### src/rtl/cordic_pkg.sv
// cordic_pkg: shared FSM states, arctangent table generator and gain constant for the vectoring CORDIC.
package cordic_pkg;
    typedef enum logic [1:0] {IDLE, ITERATE, DONE} state_t;
    // Reciprocal of the CORDIC gain (1/K ~ 0.60725) in Q0.16, for downstream magnitude compensation.
    localparam int CORDIC_GAIN_Q = 39797;
    function automatic int atan_lut(int bw, int i);
        return $rtoi($atan(2.0 ** (-i)) * (2.0 ** (bw - 1)) / 3.141592653589793 + 0.5);
    endfunction
endpackage

### src/rtl/cordic_vector_lane.sv
// cordic_vector_lane: one channel's pre-rotation, micro-rotation registers, zero flag and output registers.
module cordic_vector_lane
    import cordic_pkg::*;
#(
    parameter int BW = 24,
    parameter int N_ITER = 24,
    parameter int CW = 6
) (
    input  logic          clk,
    input  logic          rst,
    input  logic          load,
    input  logic          step,
    input  logic          last,
    input  logic [CW-1:0] i,
    input  logic [BW-1:0] x_in,
    input  logic [BW-1:0] y_in,
    output logic [BW-1:0] phi_out,
    output logic [BW+1:0] mag_out,
    output logic          zero_out
);
    localparam int W = BW + 2;
    localparam logic [BW-1:0] QTR = BW'(1) << (BW - 2);
    logic signed [W-1:0] xs, ys, x0, y0, x, y, xn, yn;
    logic [BW-1:0] p0, p, pn;
    logic z;
    logic [BW-1:0] atan_tab [2**CW];
    for (genvar k = 0; k < 2**CW; k++) begin : g_atan
        localparam logic [BW-1:0] A = k < N_ITER ? BW'(atan_lut(BW, k)) : '0;
        assign atan_tab[k] = A;
    end
    // Left-half inputs are turned by +/-90 degrees so the micro-rotations only need to cover +/-99 degrees.
    always_comb begin
        xs = W'($signed(x_in));
        ys = W'($signed(y_in));
        x0 = xs[W-1] ? (ys[W-1] ? -ys : ys) : xs;
        y0 = xs[W-1] ? (ys[W-1] ? xs : -xs) : ys;
        p0 = xs[W-1] ? (ys[W-1] ? -QTR : QTR) : '0;
        xn = y[W-1] ? x - (y >>> i) : x + (y >>> i);
        yn = y[W-1] ? y + (x >>> i) : y - (x >>> i);
        pn = y[W-1] ? p - atan_tab[i] : p + atan_tab[i];
    end
    always_ff @(posedge clk or posedge rst) begin
        if (rst) begin
            x        <= '0;
            y        <= '0;
            p        <= '0;
            z        <= 1'b0;
            phi_out  <= '0;
            mag_out  <= '0;
            zero_out <= 1'b0;
        end else begin
            if (load) begin
                x <= x0;
                y <= y0;
                p <= p0;
                z <= x_in == '0 && y_in == '0;
            end else if (step) begin
                x <= xn;
                y <= yn;
                p <= pn;
            end
            if (last) begin
                phi_out  <= z ? '0 : pn;
                mag_out  <= z ? '0 : xn;
                zero_out <= z;
            end
        end
    end
endmodule

### src/rtl/cordic_vector_mc.sv
// cordic_vector_mc: multi-channel iterative vectoring CORDIC (x,y) -> (phase, magnitude) with a shared FSM.
module cordic_vector_mc
    import cordic_pkg::*;
#(
    parameter int BIT_WIDTH = 24,
    parameter int N_CH = 2,
    parameter int N_ITER = 24
) (
    input  logic                          clk_i,
    input  logic                          rst_i,
    input  logic                          start_i,
    output logic                          ready_o,
    input  logic [N_CH*BIT_WIDTH-1:0]     x_i,
    input  logic [N_CH*BIT_WIDTH-1:0]     y_i,
    output logic [N_CH*BIT_WIDTH-1:0]     phi_o,
    output logic [N_CH*(BIT_WIDTH+2)-1:0] mag_o,
    output logic [N_CH-1:0]               zero_o,
    output logic                          done_o
);
    localparam int CW = $clog2(N_ITER) + 1;
    state_t state, nxt;
    logic [CW-1:0] cnt;
    logic load, step, last;
    always_ff @(posedge clk_i or posedge rst_i) begin
        if (rst_i) begin
            state <= IDLE;
            cnt   <= '0;
        end else begin
            state <= nxt;
            cnt   <= load ? '0 : step ? cnt + CW'(1) : cnt;
        end
    end
    // DONE also accepts a new start, giving back-to-back conversions every N_ITER+1 cycles.
    always_comb begin
        ready_o = state != ITERATE;
        done_o  = state == DONE;
        load    = ready_o && start_i;
        step    = state == ITERATE;
        last    = step && cnt == CW'(N_ITER - 1);
        nxt     = load ? ITERATE : last ? DONE : step ? ITERATE : IDLE;
    end
    for (genvar c = 0; c < N_CH; c++) begin : g_lane
        cordic_vector_lane #(.BW(BIT_WIDTH), .N_ITER(N_ITER), .CW(CW)) u_lane (
            .clk      (clk_i),
            .rst      (rst_i),
            .load     (load),
            .step     (step),
            .last     (last),
            .i        (cnt),
            .x_in     (x_i[c*BIT_WIDTH +: BIT_WIDTH]),
            .y_in     (y_i[c*BIT_WIDTH +: BIT_WIDTH]),
            .phi_out  (phi_o[c*BIT_WIDTH +: BIT_WIDTH]),
            .mag_out  (mag_o[c*(BIT_WIDTH+2) +: BIT_WIDTH+2]),
            .zero_out (zero_o[c])
        );
    end
endmodule

### config.mk
export PLATFORM = sky130hd
export DESIGN_NAME = cordic_vector_mc
export DESIGN_NICKNAME = d
export VERILOG_FILES = /design/src/rtl/cordic_pkg.sv /design/src/rtl/cordic_vector_lane.sv /design/src/rtl/cordic_vector_mc.sv
export SDC_FILE = /design/constraint.sdc
export NUM_CORES = 2
export LEC_CHECK = 0
export ABC_AREA = 1
export BUFFER_PORTS_ARGS = -buffer_cell sky130_fd_sc_hd__clkbuf_2
export CORE_MARGIN = 5
export CORE_UTILIZATION = 40
export CTS_CLUSTER_DIAMETER = 30
export CTS_CLUSTER_SIZE = 8
export DETAILED_ROUTE_END_ITERATION = 10
export PLACE_DENSITY = 0.54
export SYNTH_ARGS = -nofsm -noshare
export SYNTH_HDL_FRONTEND = slang
export SYNTH_SLANG_ARGS = --single-unit
### constraint.sdc
create_clock -name clk_i -period 16.97 [get_ports clk_i]
set_input_delay 0 -clock clk_i [delete_from_list [all_inputs] [get_ports clk_i]]
set_output_delay 0 -clock clk_i [all_outputs]
set_load 0.005 [all_outputs]
==> results.txt <==
Core footprint: 0.0743 sq mm
Fin. Hold Viols: 0
Gpl congestion: 0.973
H-tree depth: 3
WL/cell: 20.1 um
Relative slew slack: 31.7%
Critical path fanouts, max: 73
Vias in the first global route: 32506
YS warnings: 0
Sequential share of the synthesized area: 22.1%
Clk Latency, worst-skew pair: 0.64 ns
Final Setup Violations: 0
Crit Path Category: reg2reg
# fillers: 7968
Post-route DRC violation count: 0
DR pass1 iterations: 8
Synthesized flop and latch total: 264
Worst EP arrival: 7.56 ns
Hold path depth: 7
Initial antenna violation count: 0
Max clock buf depth: 3
Rows: 100
GRT Total Usage: 29.3%
Clock Tree Root: clkbuf_16
Worst reg2reg path startpoint: cnt[0]
R2R depth: 30
Post-synth ARST share: 100%
Top Ports: 203
R2R Path End: g_lane[0].u_lane.x[20]
DIE AREA: 0.0804 sq mm
Status: finished clean
Crit path time final: 7.01 ns
Fin crit share: 41.3%
FF-to-FF setup slack: 9.96 ns
Fraction of layout cells with a size suffix above 1: 9.22%
Worst hold slack: 0.0243 ns
Area Overhead vs Synth: 18.3%
Pins Over Slew Limit: 0
Clock sink count: 264
Clock transition at the registers of the reported paths: 0.04 ns
RSZ-0062 raised after global routing: false
HP Start: x_i[1]
Worst Setup SP: cnt[0]
Largest stage delay on the critical path: 0.87 ns
Top FF cell, synth: dfrtp_1
Number of flops mapped to enable cells by yosys: 0
DR vias: 34382
DR vias/cell: 5.59
Finished Core Util: 47.6%
Die X-Extent: 283 um
CTS tree: yes
Routed Antenna Nets: 0
CP required: 17.52 ns
Total Wirelength: 123000 um
Nets@finish: 5394
Syn nets: 5188
Ant. Diodes: 0
Hpwl dp: 92800 um
Setup_tns: 0 ns
Critical path launch point type: flop
I/O Buffers: 202
CP max-delay cell: dfrtp_4
Initial Utilization: 40.2%
Max Freq: 0.143 GHz
Cells after Synth: 4915
Final Skew: 0.0368 ns
CTS resizes: 0
Synth unique cells: 64
Total global routing overflow: 0
Worst setup EP type: flop
CP most frequent cell: nand2_1
Initial drt markers: 3090
Die Height: 283 um
Synthesized area: 0.0299 sq mm
Hold EP: g_lane[0].u_lane.y[1]
Worst-margin pin slew: 1.02 ns
Worst hold path class: in2reg
Syn avg cell area: 6.09 sq um
CTS Buf Count: 78
Largest net degree at the start of global routing: 98
MaxCap Viol Count: 0
First-pass GRT wire length: 190000 um
[layout by cell type (no fill, tap or decap), drive strengths merged, types with 11 or more instances in the layout]
master / instances
nand2: 1507
o21ai: 535
nand3: 469
nor2: 407
inv: 406
clkbuf: 308
a21oi: 304
dfrtp: 264
ha: 168
dlygate4sd3: 113
xor2: 97
xnor2: 70
o211ai: 59
nor3: 59
nand4: 44
or2: 41
buf: 38
a31oi: 33
o22ai: 28
a32o: 27
clkinv: 26
a22o: 18
nor4: 18
o21bai: 17
o221ai: 17
bufinv: 12
o21a: 11
[stage by stage]
step | std cells | cell area, sq um | setup WS, ns
3_3_place_gp | 5897 | 31400 | 9.89
4_1_cts | 6153 | 35400 | 9.89
6_report | 6153 | 35400 | 9.96
3_5_place_dp | 5897 | 31400 | 9.93
2_1_floorplan | 4915 | 29900 | 9.70
5_1_grt | 6153 | 35400 | 9.06
[cell type report]
cell class                 count  area, sq um  area share, %
multi-input combinational   4012        20800           58.7
sequential                   264         6620           18.7
timing repair buffer         353         2430           6.86
clock buffer                 106         2210           6.23
inverter                     412         1560           4.40
tap                          969         1210           3.42
clock inverter                37          614           1.74
[worst max path at each step]
| stage | slack [ns] | endpoint | cells past startpoint |
|---|---|---|---|
| 6_report | 9.96 | g_lane[0].u_lane.x[20] | 30 |
| 5_1_grt | 9.06 | g_lane[0].u_lane.x[20] | 30 |
| 4_1_cts | 9.89 | g_lane[0].u_lane.x[20] | 30 |
| 3_5_place_dp | 9.93 | g_lane[0].u_lane.x[20] | 30 |
| 3_3_place_gp | 9.89 | g_lane[0].u_lane.x[20] | 30 |
| 2_1_floorplan | 9.70 | cnt[0] | 1 |
[flip-flops by register name (all words and copies together), names as in the netlist]
| signal | flops |
|---|---|
| g_lane.u_lane.y | 52 |
| cnt | 6 |
| g_lane.u_lane.zero_out | 2 |
| g_lane.u_lane.phi_out | 48 |
| g_lane.u_lane.z | 2 |
| state | 2 |
| g_lane.u_lane.p | 48 |
| g_lane.u_lane.x | 52 |
| g_lane.u_lane.mag_out | 52 |
[critical path: cells and delay by family (launching register included)]
family          cells  cell delay [ns]
flops               1             0.87
fa+ha+maj           2             0.64
compound gates      8             1.61
buf+inv             4             1.40
simple gates       16             2.38
[kinds of logic (layout without fill, tap and decap cells)]
group           after synthesis  after routing  share of synthesized area [%]
flops                       264            264                           22.1
simple gates               2568           2568                           36.0
xor+xnor                    167            167                           4.89
mux                           1              1                         0.0376
compound gates             1102           1102                           20.9
buf+inv                     639            908                           8.67
fa+ha+maj                   174            174                           7.43
[cell usage after synthesis, types with 19 or more instances]
cell type	number	area share, %
nand3_1	464	7.8
ha_1	168	7.0
dfrtp_1	264	22
o22ai_1	28	0.59
o211ai_1	59	1.5
o21ai_1	83	1.4
a31oi_1	33	0.69
nand2_1	1506	19
nand4_1	43	0.90
or2_2	37	0.77
o21ai_0	450	7.5
buf_1	31	0.39
buf_4	19	0.48
nor3_1	55	0.92
xnor2_1	70	2.0
a21oi_1	301	5.0
inv_1	390	4.9
buf_2	45	0.75
clkbuf_1	123	1.5
xor2_1	97	2.8
a32o_1	27	0.90
nor2_1	391	4.9
[timing repair]
item                                   4_1_cts  5_1_grt
hold buffers                               113        0
endpoints found under the hold margin      167        0
setup buffers                                0        0
[routing by layer]
layer,global-route usage [%],vias up,share of wire (%)
met5,0,-,0
met4,9.58,0,3.9
met3,3.49,206,5.3
met2,49.7,1111,47
met1,39.1,16093,44
li1,-,16972,-
Power is left out: the tool's default activity adds up to more than one toggle a clock period on the data nets, which glitch-free logic cannot reach.
